File: src/rtl/bus_arbiter6.sv
// Round-robin arbiter for the six-source 16-bit internal bus.
// Registers a one-hot grant and mux select; a hold limit bounds each owner's tenure.
module bus_arbiter6 #(
  parameter int unsigned N_REQ    = 6,
  parameter int unsigned SEL_W    = 3,
  parameter int unsigned MAX_HOLD = 8
) (
  input  logic             clk,
  input  logic             reset,
  input  logic [N_REQ-1:0] req,
  input  logic             done,
  output logic [N_REQ-1:0] grant,
  output logic [SEL_W-1:0] select,
  output logic             bus_valid,
  output logic             timeout
);

  localparam int unsigned HoldW = (MAX_HOLD > 0) ? $clog2(MAX_HOLD + 1) : 1;
  // With no limit the counter simply saturates at its all-ones value.
  localparam logic [HoldW-1:0] HoldMax =
      (MAX_HOLD > 0) ? HoldW'(MAX_HOLD) : {HoldW{1'b1}};
  localparam logic [SEL_W-1:0] LastIdx = SEL_W'(N_REQ - 1);

  localparam logic [0:0] StIdle  = 1'b0;
  localparam logic [0:0] StGrant = 1'b1;

  logic [0:0]       state_q, state_d;
  logic [SEL_W-1:0] ptr_q, ptr_d;
  logic [HoldW-1:0] hold_q, hold_d;
  logic [N_REQ-1:0] grant_q, grant_d;
  logic [SEL_W-1:0] select_q, select_d;
  logic             bus_valid_q, bus_valid_d;
  logic             timeout_q, timeout_d;

  logic             limit_hit;
  logic             release_bus;
  logic             load;
  logic [SEL_W-1:0] ptr_arb;
  logic [SEL_W-1:0] cand;
  logic [SEL_W-1:0] win_idx;
  logic             win_found;

  function automatic logic [SEL_W-1:0] wrap_inc(input logic [SEL_W-1:0] v);
    return (v == LastIdx) ? '0 : v + SEL_W'(1);
  endfunction

  assign limit_hit   = (MAX_HOLD != 0) && (hold_q == HoldMax);
  assign release_bus = done | ~req[select_q] | limit_hit;

  // On release the search already starts from the post-release pointer, so the
  // next owner is granted at the same edge and the old owner comes last.
  assign ptr_arb = (state_q == StGrant) ? wrap_inc(select_q) : ptr_q;

  always_comb begin
    win_found = 1'b0;
    win_idx   = ptr_arb;
    cand      = ptr_arb;
    for (int i = 0; i < int'(N_REQ); i++) begin
      if (!win_found && req[cand]) begin
        win_found = 1'b1;
        win_idx   = cand;
      end
      cand = wrap_inc(cand);
    end
  end

  always_comb begin
    state_d     = state_q;
    ptr_d       = ptr_q;
    hold_d      = hold_q;
    grant_d     = grant_q;
    select_d    = select_q;
    bus_valid_d = bus_valid_q;
    timeout_d   = 1'b0;
    load        = 1'b0;

    case (state_q)
      StIdle: begin
        if (win_found) begin
          load = 1'b1;
        end
      end
      StGrant: begin
        if (release_bus) begin
          ptr_d     = wrap_inc(select_q);
          timeout_d = limit_hit & ~done & req[select_q];
          if (win_found) begin
            load = 1'b1;
          end else begin
            state_d     = StIdle;
            grant_d     = '0;
            bus_valid_d = 1'b0;
            hold_d      = '0;
          end
        end else if (hold_q != HoldMax) begin
          hold_d = hold_q + HoldW'(1);
        end
      end
      default: begin
        state_d     = StIdle;
        grant_d     = '0;
        bus_valid_d = 1'b0;
      end
    endcase

    if (load) begin
      state_d     = StGrant;
      grant_d     = {{(N_REQ - 1){1'b0}}, 1'b1} << win_idx;
      select_d    = win_idx;
      bus_valid_d = 1'b1;
      hold_d      = HoldW'(1);
    end
  end

  always_ff @(posedge clk) begin
    if (reset) begin
      state_q     <= StIdle;
      ptr_q       <= '0;
      hold_q      <= '0;
      grant_q     <= '0;
      select_q    <= '0;
      bus_valid_q <= 1'b0;
      timeout_q   <= 1'b0;
    end else begin
      state_q     <= state_d;
      ptr_q       <= ptr_d;
      hold_q      <= hold_d;
      grant_q     <= grant_d;
      select_q    <= select_d;
      bus_valid_q <= bus_valid_d;
      timeout_q   <= timeout_d;
    end
  end

  assign grant     = grant_q;
  assign select    = select_q;
  assign bus_valid = bus_valid_q;
  assign timeout   = timeout_q;

  a_grant_onehot0: assert property (@(posedge clk) disable iff (reset) $onehot0(grant_q));
  a_grant_matches: assert property (@(posedge clk) disable iff (reset)
                                    grant_q[select_q] == bus_valid_q);
  a_select_range:  assert property (@(posedge clk) disable iff (reset) select_q <= LastIdx);

endmodule
File: config.mk
export PLATFORM = sky130hd
export DESIGN_NAME = bus_arbiter6
export DESIGN_NICKNAME = d
export VERILOG_FILES = /design/src/rtl/bus_arbiter6.sv
export SDC_FILE = /design/constraint.sdc
export NUM_CORES = 1
export LEC_CHECK = 0
export ABC_AREA = 0
export BUFFER_PORTS_ARGS = -buffer_cell sky130_fd_sc_hd__buf_2
export CAP_MARGIN = 20
export CORE_ASPECT_RATIO = 1.5
export CORE_MARGIN = 2
export CORE_UTILIZATION = 40
export CTS_BUF_LIST = sky130_fd_sc_hd__clkbuf_16
export CTS_CLUSTER_DIAMETER = 120
export DETAILED_ROUTE_END_ITERATION = 7
export PLACE_DENSITY = 0.63
export SLEW_MARGIN = 20
export SYNTH_ARGS = -nofsm -noshare
export SYNTH_HDL_FRONTEND = slang
export SYNTH_SLANG_ARGS = --single-unit
File: constraint.sdc
create_clock -name clk -period 2.95 [get_ports clk]
set_input_delay 0.59 -clock clk [delete_from_list [all_inputs] [get_ports clk]]
set_output_delay 0.59 -clock clk [all_outputs]
set_load 0.02 [all_outputs]
==> results.md <==
* DRC Markers at 0
* Gate Count Post-Synth at 208
* Gpl congestion at 0.957
* Fmax at 354 MHz
* Worst Hold Depth at 2
* Total track usage at 21.4%
* Final Slew Violations at 0
* Critical path required time at 3.11 ns
* DRT iter0 DRCs at 104
* Ys Warns at 0
* Final Skew at 0.00387 ns
* Chip Width at 56.7 um
* Cell area after synthesis at 0.00166 mm2
* Antenna viol nets, final at 0
* Critical Path AT at 2.99 ns
* Final wirelength at 5120 um
* GR Overflow Total at 0
* Max Root-Sink Buffers at 2
* Drt wl/cell at 17.7 um
* DR pass1 iterations at 4
* Area leader, netlist: dfxtp_1
* Final setup viols at 0
* CTS buffer count at 3
* Dpl hpwl at 3910 um
* Top post-synthesis cells by count: nor2_1 (23), dfxtp_1 (19), a21oi_1 (17)
* Antenna violations before repair at 0
* Crit path kind: register to register
* Endpoints failing hold at 0
* Critical path capture point type: register
* Slew Limit Headroom at 74.2%
* Clock slew at reported path FFs at 0.06 ns
* Most common cell in the synthesized netlist: nor2_1
* Vias at 1806
* Final nets at 256
* CP Launch Type: register
* Place WS at -0.0327 ns
* Maximum number of pins on one net before global-route repair at 17
* EDFF count, synth at 0
* CTS root buffer: clkbuf_16
* Hold Crit Class: register to register
* Initial Util at 42.0%
* Clk Latency, worst-skew pair at 0.25 ns
* Main flop type after synthesis: dfxtp_1
* Die ar. at 0.00470 mm2
* Post-layout min period at 2.83 ns
* Avg Cell Area, Syn at 8.00 um2
* Period utilization at 95.9%
* CTS sink cnt at 19
* FP Rows at 28
* Met2 routed WL at 2640 um
* I/O Buffers at 19
* Outcome: finished clean
* I/O Pins at 20
* MaxCap Viol Count at 0
* VDD IR max at 0.667 mV
* Pleak at 0.862 nW
* Global-route wire length before repair at 8020 um
* Post-synth cell types at 66
* H-tree Lvls at 1
* Vias per inst at 6.25
* Worst Reg-to-Reg Cells at 8
* Setup WS post-layout at 0.122 ns
* Area grow syn2layout at 23.0%
* Vias in the first global route at 1711
* Worst-path maximum fanout at 11
* Max Used Layer: met4
* Diodes inserted at 0
* Async S/R FF share, synth at 0%
* Pwr/cell area at 1080 mW/mm2
* Layout cells sized above 1 at 31.1%
* Syn Nets at 219
* Synth area leaders: dfxtp_1 (23%), nor2_1 (5.2%), a21oi_1 (5.1%)
* Die H at 83.0 um
* Core box area at 0.00396 mm2
* Hold Slack at 0.451 ns
* Met3 wire len at 218 um
* Synth Register Bits at 19
* Sequential area share after synthesis at 22.9%
* Post-synth top area share at 22.9%
* Total Power at 2.22 mW
* TritonCTS clock tree: done
* Worst slew pin tran at 0.383 ns
* Wl on met1 at 2010 um
## flip-flops by register name, indices dropped and copies added, names as in the netlist
signal / cells
state_q: 1
ptr_q: 3
grant: 6
hold_q: 4
select: 3
bus_valid: 1
timeout: 1
## final timing paths
check	start	slack [ns]	to
max reg2reg	select[0]	0.12	grant[1]
min reg2reg	grant[4]	0.45	grant[4]
max	select[0]	0.12	grant[1]
min	grant[4]	0.45	grant[4]
## where the power goes
group          switching, mW  internal (mW)  total [mW]
registers             0.0686          0.321       0.390
logic                  0.874          0.675        1.55
clock network         0.0994          0.182       0.281
## cells in the final DEF, fill, tap and decap left out, types with 2 or more instances in the layout
cell type / Yosys / routed
o21ai_0: 9 / 6
o22ai_1: 2 / 2
nand2_1: 13 / 13
clkbuf_16: 0 / 3
a31o_2: 2 / 2
or3_1: 2 / 2
o32ai_1: 5 / 5
nor3_1: 8 / 8
a21oi_1: 17 / 16
xnor2_1: 2 / 2
a31oi_1: 2 / 2
dfxtp_2: 0 / 2
nor2_2: 0 / 3
dfxtp_1: 19 / 16
nor2_1: 23 / 20
buf_2: 4 / 19
a211oi_1: 4 / 4
a31oi_4: 1 / 2
or2_4: 1 / 2
o211ai_1: 2 / 2
buf_4: 2 / 24
nand3_1: 15 / 15
mux2i_1: 3 / 3
and3_1: 4 / 4
a32oi_1: 3 / 3
and2_1: 2 / 2
nand2b_1: 3 / 3
a21o_1: 2 / 2
a22oi_1: 2 / 2
inv_1: 10 / 10
o21ai_1: 2 / 5
ha_1: 2 / 2
a311oi_1: 3 / 3
## layer usage
| metal | GRT usage [%] | up-vias |
|---|---|---|
| met5 | 0 | - |
| met4 | 13.4 | 0 |
| met3 | 2.49 | 21 |
| met2 | 36.6 | 70 |
| met1 | 24.4 | 841 |
| li1 | - | 874 |
## cells by family after synthesis
group / count (synthesis) / share of synthesized area [%]
multiplexers: 6 / 5.41
AND/OR/NAND/NOR: 80 / 24.9
AO/OA/AOI/OAI: 77 / 37.4
buffers and inverters: 21 / 6.39
flip-flops: 19 / 22.9
XOR/XNOR: 3 / 1.58
adder cells (fa/ha/maj): 2 / 1.50
## metrics by stage
| stage | util (%) | setup TNS (ns) | instances | area (um2) |
|---|---|---|---|---|
| after floorplan | - | 0 | 208 | 1660 |
| after global placement | 48.5 | 0 | 284 | 1920 |
| after detailed placement | 48.5 | -0.0654 | 284 | 1920 |
| after CTS | 50.5 | 0 | 288 | 2000 |
| after global routing | 51.7 | -0.0682 | 289 | 2050 |
| final | 51.7 | 0 | 289 | 2050 |
## critical path, stage by stage, from the launching register on
cell and delay, ns:
dfxtp_4 0.41, or3b_4 0.43, a31o_4 0.29, o41ai_4 0.39
o211ai_1 0.20, o32ai_2 0.36, xnor2_1 0.21, nand2_1 0.14
o32ai_1 0.30
## final cells by class
class / count / area, um2
sequential: 19 / 387
multi-input combinational: 168 / 1210
inverter: 10 / 37.5
clock inverter: 1 / 5.00
fill: 412 / 1910
tap: 45 / 56.3
clock buffer: 3 / 75.1
timing repair buffer: 43 / 275
## repair_timing
action	4_1_cts	5_1_grt
resized for setup	1	13
hold buffers	0	0
setup endpoints to repair	4	6
pin swaps	0	4
setup buffers	0	1
endpoints found under the hold margin	0	0
(Power assumes the default switching activity.)
